**src/rtl/spi_pkg.sv**
```systemverilog
// Shared definitions for the SPI frame arbiter: arbiter state encoding,
// default frame width and a constant-evaluable clog2 for channel index width.
package spi_pkg;

  localparam int DEFAULT_DATA_W = 24;

  typedef enum logic {
    IDLE  = 1'b0,
    OFFER = 1'b1
  } arb_state_t;

  function automatic int clog2(input int value);
    int r;
    r = 0;
    for (int i = 0; i < 31; i++) begin
      if ((1 << i) < value) r = i + 1;
    end
    return r;
  endfunction

endpackage

```
**src/rtl/spi_frame_slot.sv**
```systemverilog
// One listener channel: interrupt edge detect, frame capture register, pending flag
// and sticky overrun flag (overrun logic present only with SPI_ARB_OVERRUN_EN).
module spi_frame_slot
  import spi_pkg::*;
#(
  parameter int DATA_W = DEFAULT_DATA_W
) (
  input  logic              clk,
  input  logic              rst_n,
  input  logic              irq,
  input  logic [DATA_W-1:0] data,
  input  logic              load,
  input  logic              overrun_clr,
  output logic [DATA_W-1:0] hold,
  output logic              pend,
  output logic              overrun
);

  logic irq_q;
  logic rise;

  assign rise = irq & ~irq_q;

  // A capture in the same cycle as a load keeps pend set: the output takes the
  // old hold value while the new frame replaces it.
  always_ff @(posedge clk) begin
    if (!rst_n) begin
      irq_q <= 1'b1;
      hold  <= '0;
      pend  <= 1'b0;
    end else begin
      irq_q <= irq;
      if (rise) begin
        hold <= data;
        pend <= 1'b1;
      end else if (load) begin
        pend <= 1'b0;
      end
    end
  end

`ifdef SPI_ARB_OVERRUN_EN
  always_ff @(posedge clk) begin
    if (!rst_n) begin
      overrun <= 1'b0;
    end else begin
      overrun <= (rise & pend & ~load) | (overrun & ~overrun_clr);
    end
  end
`else
  logic unused_clr;
  assign unused_clr = overrun_clr;
  assign overrun    = 1'b0;
`endif

endmodule

```
**src/rtl/spi_frame_arbiter.sv**
```systemverilog
// Round-robin arbiter delivering captured SPI frames to one valid/ready port.
// Optional overrun flags are built when SPI_ARB_OVERRUN_EN is defined.
// Handshake: a frame transfers on a cycle where out_valid & out_ready; out_valid,
// out_data and out_ch stay stable until that cycle and out_ready is ignored when idle.
module spi_frame_arbiter
  import spi_pkg::*;
#(
  parameter  int N_CH   = 4,
  parameter  int DATA_W = DEFAULT_DATA_W,
  localparam int CH_W   = clog2(N_CH)
) (
  input  logic                   clk,
  input  logic                   rst_n,
  input  logic [N_CH-1:0]        irq_in,
  input  logic [N_CH*DATA_W-1:0] data_in,
  output logic                   out_valid,
  input  logic                   out_ready,
  output logic [DATA_W-1:0]      out_data,
  output logic [CH_W-1:0]        out_ch,
  output logic [N_CH-1:0]        overrun,
  input  logic [N_CH-1:0]        overrun_clr,
  output logic                   dbg_state
);

  logic [DATA_W-1:0] hold [N_CH];
  logic [N_CH-1:0]   pend;
  logic [N_CH-1:0]   load;

  for (genvar k = 0; k < N_CH; k++) begin : g_slot
    spi_frame_slot #(.DATA_W(DATA_W)) u_slot (
      .clk         (clk),
      .rst_n       (rst_n),
      .irq         (irq_in[k]),
      .data        (data_in[k*DATA_W +: DATA_W]),
      .load        (load[k]),
      .overrun_clr (overrun_clr[k]),
      .hold        (hold[k]),
      .pend        (pend[k]),
      .overrun     (overrun[k])
    );
  end

  arb_state_t        state_q, state_d;
  logic [CH_W-1:0]   last, last_d;
  logic              valid_d;
  logic [DATA_W-1:0] data_d;
  logic [CH_W-1:0]   ch_d;
  logic [CH_W-1:0]   base;
  logic [CH_W-1:0]   sel;
  logic              sel_found;
  logic              handshake;

  assign handshake = out_valid & out_ready;
  assign dbg_state = state_q;

  // While offering, a reselect happens only on acceptance, at which point last
  // becomes out_ch; searching from out_ch here avoids waiting for last to update.
  assign base = (state_q == OFFER) ? out_ch : last;

  always_comb begin
    sel_found = 1'b0;
    sel       = '0;
    for (int i = 1; i <= N_CH; i++) begin
      if (!sel_found && pend[CH_W'((int'(base) + i) % N_CH)]) begin
        sel_found = 1'b1;
        sel       = CH_W'((int'(base) + i) % N_CH);
      end
    end
  end

  always_comb begin
    state_d = state_q;
    valid_d = out_valid;
    data_d  = out_data;
    ch_d    = out_ch;
    last_d  = last;
    load    = '0;
    case (state_q)
      IDLE: begin
        if (sel_found) begin
          load[sel] = 1'b1;
          valid_d   = 1'b1;
          data_d    = hold[sel];
          ch_d      = sel;
          state_d   = OFFER;
        end
      end
      OFFER: begin
        if (handshake) begin
          last_d = out_ch;
          if (sel_found) begin
            load[sel] = 1'b1;
            data_d    = hold[sel];
            ch_d      = sel;
          end else begin
            valid_d = 1'b0;
            state_d = IDLE;
          end
        end
      end
      default: state_d = IDLE;
    endcase
  end

  always_ff @(posedge clk) begin
    if (!rst_n) begin
      state_q   <= IDLE;
      out_valid <= 1'b0;
      out_data  <= '0;
      out_ch    <= '0;
      last      <= CH_W'(N_CH - 1);
    end else begin
      state_q   <= state_d;
      out_valid <= valid_d;
      out_data  <= data_d;
      out_ch    <= ch_d;
      last      <= last_d;
    end
  end

endmodule

```
**config.mk**
```make
export PLATFORM = sky130hd
export DESIGN_NAME = spi_frame_arbiter
export DESIGN_NICKNAME = d
export VERILOG_FILES = /design/src/rtl/spi_pkg.sv /design/src/rtl/spi_frame_slot.sv /design/src/rtl/spi_frame_arbiter.sv
export SDC_FILE = /design/constraint.sdc
export NUM_CORES = 1
export LEC_CHECK = 0
export CORE_ASPECT_RATIO = 0.75
export CORE_UTILIZATION = 45
export CTS_BUF_LIST = sky130_fd_sc_hd__clkbuf_8 sky130_fd_sc_hd__clkbuf_16
export DETAILED_ROUTE_END_ITERATION = 6
export GPL_ROUTABILITY_DRIVEN = 0
export PLACE_DENSITY_LB_ADDON = 0.08
export SLEW_MARGIN = 10
export SYNTH_ARGS = -nofsm -noshare
export SYNTH_HDL_FRONTEND = slang
export SYNTH_SLANG_ARGS = --single-unit
export TNS_END_PERCENT = 5
```
**constraint.sdc**
```tcl
create_clock -name clk -period 1.9 [get_ports clk]
set_input_delay 0.38 -clock clk [delete_from_list [all_inputs] [get_ports clk]]
set_output_delay 0.38 -clock clk [all_outputs]
set_load 0.01 [all_outputs]
```
### Word level (Yosys, flattened, before mapping)

Cells that the tools add are included.

* memories kept: 0
* output and inout port bits: 32
* bits in registers: 134
* memory bits (writable): 0
* ROM bits: 0
* bits in latches: 0
* logic and storage cells: 105

* bitwise logic cells: 11
* muxes and demuxes: 50
* shift operators: 0
* $mul: 0
* magnitude comparators: 7
* divide/modulo/power cells: 0
* eq/ne operators: 3
* reduce and logical (&&, ||, !) cells: 13
* $add $sub $neg: 4

Operators by type and width (number)
* $mux 24: 4
* $bmux 24 s2: 1
* $pmux 24 s2: 1
* $mux 1: 26
* $lt 2x4->1 const B: 4
* $mux 2: 7
* $bmux 1 s2: 4
* $mux 4: 2
* $pmux 4 s2: 1
* $reduce_bool 2->1: 4
* $and 1x1->1: 5
* $not 1->1: 5
* $add 2x1->2 const B: 2
* $add 2x2->2 const B: 2
* $logic_and 1x1->1: 4
* $ne 2x2->1 const B: 2
* $pmux 1 s2: 2
* $pmux 2 s2: 1
* $ge 3x3->1 const B: 1
* $logic_not 1->1: 3
* $lt 2x3->1 const B: 1
* $not 2->3: 1
* $reduce_and 3->1: 1
* $demux 1 s2: 1
* other kinds (3): 3

### Longest topological paths before layout

* word-level depth: 24
* depth in mapped cells: 9

### Modules after synthesis

From an unflattened synthesis, not the netlist that was laid out.

* cells, all modules: 729
* area total of the unflattened synthesis: 6366.1 um^2

Modules (own cells, without submodules)
* spi_frame_slot: cells an instance 113, times used 4, area each 1069.8 um^2
* spi_frame_arbiter: cells an instance 277, times used 1, area each 2087.0 um^2

### Worst setup path before layout

Ideal clock, no wire load.

* kind: flip-flop to flip-flop
* from: reg state_q (netlist: dbg_state)
* to: reg out_data[1]
* arrival: 1862 ps
* slack: -84 ps
* clock period less this slack: 1984 ps
* setup time: 122 ps
* stages on the path, launching flop included: 10
* cells stage by stage: dfxtp_1 > buf_6 > mux2_4 > o221ai_2 > o211a_1 > buf_6 > nand2b_4 > buf_8 > o21ai_2 > a221o_1

* longest elaborated chain between the ends: 22
* elaborated cells on any way between the ends: 40
* those cells by class: add/sub (4); eq/ne (1); mux (27); bitwise (2); reduce/logical (6)

RTL lines
* start: declaration: RTL line spi_frame_arbiter.sv:43 `arb_state_t state_q, state_d;`
* start signal: assignment: RTL line spi_frame_arbiter.sv:113 `state_q <= state_d;`
* $mux 2: RTL line spi_frame_arbiter.sv:58 `assign base = (state_q == OFFER) ? out_ch : last;`
* $add 2x1->2: RTL line spi_frame_arbiter.sv:64, spi_frame_arbiter.sv:66
* $bmux 1 s2: RTL line spi_frame_arbiter.sv:64 `if (!sel_found && pend[CH_W'((int'(base) + i) % N_CH)]) begin`
* $mux 1 (not written as such) (2 in series): RTL line spi_frame_arbiter.sv:64
* $mux 1: RTL line spi_frame_arbiter.sv:64
* $logic_not 1->1: RTL line spi_frame_arbiter.sv:64
* $logic_and 1x1->1: RTL line spi_frame_arbiter.sv:64
* $mux 1: RTL line spi_frame_arbiter.sv:64
* (+4 left out)
* $logic_and 1x1->1: RTL line spi_frame_arbiter.sv:64
* $mux 2: RTL line spi_frame_arbiter.sv:64
* $not 2->3 (not written as such): RTL line spi_frame_arbiter.sv:83, spi_frame_arbiter.sv:93
* $bmux 24 s2: RTL line spi_frame_arbiter.sv:83, spi_frame_arbiter.sv:93
* $mux 24 (not written as such) (2 in series): RTL line spi_frame_arbiter.sv:83, spi_frame_arbiter.sv:93
* $mux 24: RTL line spi_frame_arbiter.sv:80, spi_frame_arbiter.sv:91
* $mux 24: RTL line spi_frame_arbiter.sv:89 `if (handshake) begin`
* $pmux 24 s2: RTL line spi_frame_arbiter.sv:78 `case (state_q)`
* end signal: assignment: RTL line spi_frame_arbiter.sv:115 `out_data <= data_d;`
* end: declaration: RTL line spi_frame_arbiter.sv:18 `output logic [DATA_W-1:0] out_data,`

Parallel ways exist; a longest one is shown, timed or not. The select of a mux whose other input is x is not followed.
A chain may end at the register's enable or synchronous reset.

### Worst setup path in the final report

* from: reg state_q (netlist: dbg_state)
* to: reg out_data[19]

The elaborated chain is that of the path after synthesis.

==> impl_metrics.toml <==
[outcome]
status = "complete, but fails checks"
violations = "negative setup slack"

[synthesis]
yosys.area_share.simple_pct = 18.6
ys_ff_latch = 134
synth_most_common_cell = "nand2_1"
syn_area_um2 = 5860
yosysSeqAreaShare_pct = 45.8
synth_commonest_cells = "nand2_1 (227), dfxtp_1 (134), a21boi_0 (98)"
netlist.area_leader.share_pct = 45.8
synth-compound-area-share_pct = 24.8
yosysWarnings = 0
synth.largest_area_cell = "dfxtp_1"
yosys-mux-area-fraction_pct = 5.31
synthAdderAreaFrac_pct = 0
synth_ff_type = "dfxtp_1"
synth-edff-count = 0
synthTopCellsByArea = "dfxtp_1 (46%), nand2_1 (15%), a21boi_0 (13%)"
synth_top_family_by_area = "compound AO/OA/AOI/OAI gates"
synth.distinct_cells = 42
avgSynthCellArea_um2 = 8.60
synthArstFlopShare_pct = 0
syn_inst = 682
synth-xor-area-share_pct = 0

[grt]
grt_pass1_vias = 5265
grt-ovfl-total = 0
grt_first_pass_wirelength_mm = 25.4
grt_usage_pct = 24.3
antenna_found_initial = 0
grt_max_degree = 62

[final_layout]
areaGrowthSynthToFinish_pct = 41.6
diodes = 0
num-fill-cells = 1029
fin_nets = 928
fin_util_pct = 66.5
drive_gt1_share_pct = 14.3
register_area_um2 = 2690
multi_input_area_um2 = 3010

[clock_network]
clock_latency_ps = 410
hold_buffers = 0
cts-root-buf = "clkbuf_16"
cts_made_buffers = 17
cts_tree = "done"
htreeDepth = 4
cts.clk_slew.worst_paths_ps = 50
clock_sinks = 134
clockBufferDepth = 2

[route]
wl_mm = 15.8
drc = 0
drt_iter0_markers = 281
first_pass_iters = 5
num_vias = 5291
wire_per_inst_um = 15.8
vias_per_cell = 5.29
ant_nets = 0

[setup_path]
worstPathArrival_ps = 2260
path_max_fanout = 9
critPathCaptureType = "flip-flop"
startpoint_type = "flip-flop"
cp_data_required_time_ps = 2200
path_class = "reg2reg"

[floorplan]
dieHeight_um = 101
dieArea_um2 = 13500
die_w_um = 134
io_pins = 139
start_util_pct = 47.0
core-area_um2 = 12500
rows = 35

[timing]
fmax_mhz = 511
fin_ws_ps = -58.1
post-route-period-util_pct = 103
finalMaxSlewViolations = 0
fin_skew_ps = 9.05
period_minus_slack_ps = 1960
setup_viol_count_final = 23
rsz0062_at_grt = "yes"
hold_viol = 0

[power_and_ir_drop]
total_power_mw = 7.55
ir_drop_mv = 0.752
p_leak_nw = 3.09
power_density_nw_per_um2 = 910

[placed_design]
portBuffers = 130
dp.final_hpwl_mm = 10.8
place_ws_ps = -203

[flow_run]
drv_cap = 0

[worst_hold_path]
hold_path_class = "in2reg"
## layout by cell type (no fill, tap or decap), types with 6 or more instances in the layout
cell type	netlist	layout
a221o_1	6	6
clkdlybuf4s50_1	0	128
a32oi_2	0	7
a21boi_0	98	98
inv_1	2	6
o21ai_0	7	7
a21oi_1	10	8
o221ai_1	6	6
nor2b_1	7	7
o21ai_2	6	7
nand3_1	10	10
o211a_1	15	14
mux2i_2	0	6
nand2b_1	9	8
mux2i_1	24	16
nand2_1	227	227
o211ai_1	13	13
clkbuf_16	0	17
dfxtp_1	134	131
buf_4	5	40
buf_12	0	7
## worst max-delay path, cell delays in order, from the launching register on
cell and delay (ps):
dfxtp_4 410, mux2i_4 310, o31ai_2 120, a22oi_2 200, buf_6 150, buf_12 150, mux2i_2 230, o211ai_1 110
o211a_1 150
## per-stage QoR
stage | hold slack (ps) | TNS, ps | instances | instance area (µm²)
floorplan | 443 | -98.5 | 685 | 5870
global placement | 450 | -2290 | 960 | 7460
detailed placement | 455 | -3440 | 960 | 7460
CTS | 287 | -137 | 999 | 8260
global route | 300 | -3030 | 1000 | 8300
finish | 300 | -823 | 1000 | 8300
## what timing repair did
| item | 4_1_cts | 5_1_grt |
|---|---|---|
| gates cloned | 1 | 0 |
| pin swaps | 6 | 0 |
| setup buffers | 6 | 1 |
| setup endpoints to repair | 26 | 29 |
| resized for setup | 25 | 8 |
## flip-flops by register name, indices dropped and copies added, names as in the netlist
| name | count |
|---|---|
| out_ch | 2 |
| dbg_state | 1 |
| g_slot.u_slot.irq_q | 4 |
| g_slot.u_slot.hold | 96 |
| out_data | 24 |
| out_valid | 1 |
| last | 2 |
| g_slot.u_slot.pend | 4 |
## final cells by class
type / instances / area share, %
inverters: 2 / 0.0904
repair buffers: 179 / 21.5
clock inverters: 12 / 1.64
clock buffers: 20 / 5.62
multi-input cells: 487 / 36.3
flip-flops and latches: 134 / 32.4
well taps: 166 / 2.50
## where the power goes
group	leakage [nW]	internal [mW]	switching (mW)	total, mW
Sequential	1.09	2.94	0.0929	3.04
Combinational	1.69	0.650	0.535	1.19
Clock	0.311	2.14	1.19	3.33
Total	3.09	5.74	1.82	7.55
## path summary, 6_finish.rpt
path                              from                         to  slack (ps)  cells past startpoint
max                          dbg_state               out_data[19]         -60                      8
min                              rst_n                    last[0]         300                      2
max reg2reg                  dbg_state               out_data[19]         -60                      8
min reg2reg  g_slot[2].u_slot.hold[23]  g_slot[2].u_slot.hold[23]         460                      2
## layer usage
layer,GRT usage (%),routed length [µm]
met2,43.4,7870
met1,28.6,6910
met3,5.13,809
met5,0,0
met4,9.62,229
## cell families after synthesis
kind of cell / count (synthesis)
AO/OA/AOI/OAI: 187
buffers and inverters: 64
flip-flops: 134
multiplexers: 28
other: 1
AND/OR/NAND/NOR: 268
Power figures use the tool's default switching activity.
